### src/rtl/l1_miss_arbiter.sv
// Arbitrates the icache and dcache miss masters onto the single L2 wishbone slave.
// Data side has fixed priority; a starvation counter forces an icache grant after STARVE_LIMIT data grants.
module l1_miss_arbiter #(
  parameter int unsigned ADDR_WIDTH   = 12,
  parameter int unsigned DATA_WIDTH   = 128,
  parameter int unsigned SEL_WIDTH    = 16,
  parameter int unsigned STARVE_LIMIT = 4
) (
  input  logic                  CLK,
  input  logic                  RST,
  input  logic                  i_cyc,
  input  logic                  i_stb,
  input  logic                  i_we,
  input  logic [ADDR_WIDTH-1:0] i_adr,
  input  logic [SEL_WIDTH-1:0]  i_sel,
  input  logic [DATA_WIDTH-1:0] i_dat_w,
  output logic [DATA_WIDTH-1:0] i_dat_r,
  output logic                  i_ack,
  input  logic                  d_cyc,
  input  logic                  d_stb,
  input  logic                  d_we,
  input  logic [ADDR_WIDTH-1:0] d_adr,
  input  logic [SEL_WIDTH-1:0]  d_sel,
  input  logic [DATA_WIDTH-1:0] d_dat_w,
  output logic [DATA_WIDTH-1:0] d_dat_r,
  output logic                  d_ack,
  output logic                  l2_cyc,
  output logic                  l2_stb,
  output logic                  l2_we,
  output logic [ADDR_WIDTH-1:0] l2_adr,
  output logic [SEL_WIDTH-1:0]  l2_sel,
  output logic [DATA_WIDTH-1:0] l2_dat_w,
  input  logic [DATA_WIDTH-1:0] l2_dat_r,
  input  logic                  l2_ack,
  input  logic                  l2_rty,
  output logic                  grant_i,
  output logic                  grant_d
);

  localparam int unsigned CNT_W = 4;
  localparam logic [CNT_W-1:0] LIMIT = CNT_W'(STARVE_LIMIT);

  typedef enum logic [1:0] {IDLE, OWN_I, OWN_D} state_e;

  state_e           state_q, state_d;
  logic [CNT_W-1:0] starve_cnt_q, starve_cnt_d;
  logic             req_i, req_d;

  assign req_i = i_cyc & i_stb;
  assign req_d = d_cyc & d_stb;

  always_ff @(posedge CLK) begin
    if (RST) begin
      state_q      <= IDLE;
      starve_cnt_q <= '0;
    end else begin
      state_q      <= state_d;
      starve_cnt_q <= starve_cnt_d;
    end
  end

  // Arbitration only happens in IDLE, which also provides the bubble between grants.
  always_comb begin
    state_d      = state_q;
    starve_cnt_d = starve_cnt_q;
    case (state_q)
      IDLE: begin
        if (req_d && (!req_i || (starve_cnt_q != LIMIT))) begin
          state_d = OWN_D;
          if (req_i && (starve_cnt_q < LIMIT)) starve_cnt_d = starve_cnt_q + CNT_W'(1);
        end else if (req_i) begin
          state_d      = OWN_I;
          starve_cnt_d = '0;
        end
      end
      OWN_I: if (l2_ack || l2_rty || !i_cyc) state_d = IDLE;
      OWN_D: if (l2_ack || l2_rty || !d_cyc) state_d = IDLE;
      default: state_d = IDLE;
    endcase
  end

  // Owner's bus is muxed straight through; ack returns with no added latency.
  always_comb begin
    l2_cyc   = 1'b0;
    l2_stb   = 1'b0;
    l2_we    = 1'b0;
    l2_adr   = '0;
    l2_sel   = '0;
    l2_dat_w = '0;
    i_ack    = 1'b0;
    d_ack    = 1'b0;
    case (state_q)
      OWN_I: begin
        l2_cyc   = i_cyc;
        l2_stb   = i_stb;
        l2_we    = i_we;
        l2_adr   = i_adr;
        l2_sel   = i_sel;
        l2_dat_w = i_dat_w;
        i_ack    = l2_ack;
      end
      OWN_D: begin
        l2_cyc   = d_cyc;
        l2_stb   = d_stb;
        l2_we    = d_we;
        l2_adr   = d_adr;
        l2_sel   = d_sel;
        l2_dat_w = d_dat_w;
        d_ack    = l2_ack;
      end
      default: ;
    endcase
  end

  assign grant_i = (state_q == OWN_I);
  assign grant_d = (state_q == OWN_D);
  assign i_dat_r = l2_dat_r;
  assign d_dat_r = l2_dat_r;

endmodule
### config.mk
export PLATFORM = sky130hd
export DESIGN_NAME = l1_miss_arbiter
export DESIGN_NICKNAME = d
export VERILOG_FILES = /design/src/rtl/l1_miss_arbiter.sv
export SDC_FILE = /design/constraint.sdc
export NUM_CORES = 1
export LEC_CHECK = 0
export ABC_AREA = 1
export BUFFER_PORTS_ARGS = -buffer_cell sky130_fd_sc_hd__buf_2
export CAP_MARGIN = 20
export CORE_AREA = 2 2 341 343
export CTS_CLUSTER_DIAMETER = 120
export DETAILED_ROUTE_END_ITERATION = 12
export DIE_AREA = 0 0 343 345
export SKIP_CTS_REPAIR_TIMING = 1
export SLEW_MARGIN = 40
export SYNTH_ARGS = -nofsm -noshare
export SYNTH_HDL_FRONTEND = slang
export SYNTH_SLANG_ARGS = --single-unit
### constraint.sdc
create_clock -name CLK -period 1.4 [get_ports CLK]
set_input_delay 0.21 -clock CLK [delete_from_list [all_inputs] [get_ports CLK]]
set_output_delay 0.21 -clock CLK [all_outputs]
set_load 0.01 [all_outputs]
After elaboration in Yosys (flattened, before gate mapping) --
Index checks and enable logic that the tools add are counted. W data, S select, Z words.
Operators by class: $add $sub $neg 1, $lt $le $gt $ge 1, eq/ne operators 7, mux-type cells 16, bitwise operators 2, reduce and logical (&&, ||, !) cells 13
Operator list (count):
- $pmux W128 S2 | 1
- $pmux W16 S2 | 1
- $pmux W12 S2 | 1
- $mux W4 | 3
- $mux W2 | 4
- $ne A2 B1 Y1 const B | 3
- $pmux W1 S2 | 3
- $pmux W2 S3 | 1
- $reduce_and A3 Y1 | 2
- $add A4 B1 Y4 const B | 1
- $logic_or A1 B1 Y1 | 4
- $lt A4 B3 Y1 const B | 1
- $ne A4 B3 Y1 const B | 1
- $logic_not A1 Y1 | 3
- $ne A3 B3 Y1 const B | 1
- $and A1 B1 Y1 | 2
- $eq A2 B1 Y1 const B | 1
- $eq A2 B2 Y1 const B | 1
- $logic_and A1 B1 Y1 | 2
- $logic_not A2 Y1 | 1
- $mux W1 | 2
- $reduce_bool A2 Y1 | 1
Word-level totals: register bits 6, input bits 450, output and inout port bits 419, logic and storage cells 42

Longest topological paths before layout --
depth in word-level cells 6, mapped depth 10, gate-level depth less buffers 10

Worst setup path before layout --
Ideal clock, no wire load.
kind register to output, start register state_q[0], end output port l2_dat_w[67], arrival 1.344 ns, required time 1.190 ns, slack -0.154 ns, cell stages (with the launch flop) 7, buffers on the path 2, cells stage by stage dfxtp_1 > inv_1 > ha_1 > clkinv_1 > buf_2 > buf_1 > a21oi_1
On the way: cells in the longest elaborated chain, start to end 2, elaborated cells between the ends (all ways) 3, those cells by class eq/ne: 2; mux: 1
Ends and longest elaborated chain:
- start: declaration | line 45 | state_e state_q, state_d;
- start signal: assignment | line 57 | state_q <= state_d;
- $eq A2 B2 Y1 or $eq A2 B1 Y1 (tied branches) | line 92 | case (state_q)
- $pmux W128 S2 (*) | line 92
- end: declaration | line 32 | output logic [DATA_WIDTH-1:0] l2_dat_w,
Every way passes the cells marked *; elsewhere a longest branch is shown, timed or not.

Worst setup path after layout --
start register state_q[0], end output port l2_sel[8]
On the way: cells in the longest elaborated chain, start to end 2, elaborated cells between the ends (all ways) 3, those cells by class eq/ne: 2; mux: 1
Ends and longest elaborated chain:
- $eq A2 B2 Y1 or $eq A2 B1 Y1 (tied branches) | line 92
- $pmux W16 S2 (*) | line 92
- end: declaration | line 31 | output logic [SEL_WIDTH-1:0] l2_sel,
Marked as above.

==> summary.txt <==
Worst setup path
  • RR Startpoint: state_q[1]
  • CP startpoint kind: register
  • Crit Path Category: register to primary output
  • Critical path origin: state_q[0]
  • CP top delay family: buffers and inverters
  • Worst-path cell chain: inv_4, ha_4, inv_16, buf_16, buf_4, a21oi_1, buf_2
  • R2R Setup Slk: -0.15 ns
  • CP endpoint kind: primary output
  • R2r endpoint: state_q[1]
  • CP Max Fanout: 20
  • Crit path DAT: 1.72 ns
  • CP max-delay cell: dfxtp_4
  • End of the critical path: l2_sel[8]
  • Worst path buffer plus inverter count: 5
  • WP depth: 7
  • Slowest stage delay, CP: 0.37 ns
  • Reg2Reg Depth: 11
  • Worst Path Required: 1.19 ns

Die
  • Die Y: 345 um
  • Top Ports: a little under 900
  • Die W: 343 um
  • Core area: 115000 um^2
  • Initial Utilization: 4.03%
  • Row count: around 130
  • Die area: 118000 um^2

Route
  • DRT Pass-1 Iters: 5
  • Vias per cell: 2.58
  • Post-detailed-route DRC marker count: 0
  • Avg WL per Cell: around 28 um
  • Drt total wl: around 75 mm
  • DRT iter0 DRCs: 298
  • Final ANT Viol Nets: 0
  • Vias: 6799

Power and ir drop
  • Peak supply drop: roughly 0.36 mV
  • Clk network pwr share: around a tenth
  • Reg power frac: under 10%
  • Pint: 2.05 mW
  • LEAKAGE: ~3.3 nW
  • Switch share: 53.8%
  • Combinational Power Share: 85.2%
  • Pwr dens: 495 nW/um^2
  • NetSw: 2.38 mW
  • Pwr Total: 4.43 mW

Synth
  • Seq/Total Area, Yosys: 2.59%
  • Seq cells post-synth: 6
  • Net Count, Synth: 1308
  • Mean Syn Cell Area: 5.44 um^2
  • Mapped Area: approximately 4600 um^2
  • Synth warn: 0
  • Post-synthesis instance total: 853
  • Synth unique cells: 17

Global route
  • GRT overflow: 0
  • Gr usage total: 11.5%
  • Initial antenna violation count: 51
  • Largest net degree at the start of global routing: 32
  • First-pass GRT wire length: 83.7 mm
  • Vias in the first global route: 6194

STA
  • Setup TNS: -70.69 ns
  • Max Freq: 517 MHz
  • Fin crit period: 1.93 ns
  • RSZ-0062 raised after global routing: true
  • Worst-Margin Slew: 0.485 ns
  • Worst Skew: 0.00232 ns
  • WHS: 0.209 ns
  • Max Slew Vio Count: 0
  • Setup violations, final: between 150 and 200
  • Final hold viol count: 0
  • Setup slack after layout: -0.533 ns
  • Slew margin rel.: between 60% and 70%
  • Part of the cycle the worst path needs: 138%

Layout
  • Commonest non-fill, non-tap cell in the layout: buf_2
  • Final std cells w/o fill: about 2600
  • Layout cells sized above 1: 60.6%
  • Fin area: about 9000 um^2
  • Layout fillers: 13600
  • Most frequent cells in the layout: buf_2 (379), nand2_1 (330), a21oi_1 (74)
  • Final net count: 1557
  • Final Util: 7.77%
  • Area added between synthesis and finish: 92.7%

Flow run
  • Max cap viols: 0

Outcome
  • Run status: complete, but fails checks
  • Failing checks: negative setup slack

Clock tree
  • CTS tree: done
  • Clock Latency Late Sink: 0.22 ns
  • Clk root buf: clkbuf_16
  • Largest buffer count on any clock path: 2
  • Worst-path clk slew: around 0.03 ns
  • CTS Sinks: 6
  • H-tree depth: 1
  • TritonCTS Buffers: 3

Placement
  • Pre-CTS setup slack: -0.531 ns
  • Post-DP HPWL: 68.0 mm
  • DP Cell Count: 2607
  • Cell Area, Placed: 7780 um^2
  • GPL Wtd Cong: 0.850
  • Port-buffer cells: 484

Min path
  • Hold Path Class: input pin to register
## area by class of cell
type	instances	area (um^2)	area share, %
diodes	15	37.5	0.420
clock buffers	3	75.1	0.839
inverters	13	67.6	0.755
multi-input cells	525	2870	32.1
flip-flops and latches	6	125	1.40
well taps	1524	1910	21.3
repair buffers	553	3860	43.2
## worst reg2reg max path: cells and delay by family (launching register included)
kind,cells,cell delay [ns]
AO/OA/AOI/OAI,1,0.13
AND/OR/NAND/NOR,6,0.45
adder cells (fa/ha/maj),1,0.17
flip-flops,1,0.33
buffers and inverters,3,0.40
## state kept, by name, summed over array words and instances, names as in the netlist
name / flops
starve_cnt_q: 4
state_q: 2
## routing by layer
layer	up-vias	GRT usage (%)	wire (um)
met1	2948	13.4	29500
met3	143	8.33	12500
met2	738	16.9	30400
met5	-	0	328
li1	2934	-	-
met4	36	2.42	2150
## cells by family after synthesis
group / synth area share, %
compound gates: 17.6
buf+inv: 48.8
flops: 2.59
fa+ha+maj: 1.35
simple gates: 29.7
## cells in the mapped netlist
master / n / area (um^2)
nand2_1: 337 / 1260
buf_4: 273 / 2050
a21oi_1: 163 / 816
buf_2: 24 / 120
clkbuf_1: 11 / 41.3
inv_1: 11 / 41.3
nand3_1: 8 / 40.0
dfxtp_1: 6 / 120
nor2_1: 6 / 22.5
ha_1: 5 / 62.6
nand2_2: 2 / 12.5
nor2_2: 2 / 12.5
buf_1: 1 / 3.75
clkinv_1: 1 / 3.75
inv_2: 1 / 3.75
nand3_2: 1 / 10.0
nand3_4: 1 / 17.5
## power by group through the flow
stage / clock network, mW / registers (mW) / logic (mW)
after detailed placement: 0 / 0.199 / 3.24
after global placement: 0 / 0.198 / 3.22
final: 0.456 / 0.199 / 3.78
after CTS: 0.461 / 0.197 / 3.26
after floorplan: 0 / 0.197 / 2.06
after global routing: 0.468 / 0.201 / 4.05
## worst min-delay path by stage
stage | end | cells past startpoint | from
final | state_q[0] | 2 | RST
after global routing | state_q[0] | 2 | RST
after CTS | state_q[0] | 2 | RST
after detailed placement | d_dat_r[45] | 0 | l2_dat_r[45]
after global placement | d_dat_r[45] | 0 | l2_dat_r[45]
after floorplan | state_q[0] | 1 | RST
Power figures use the tool's default switching activity.
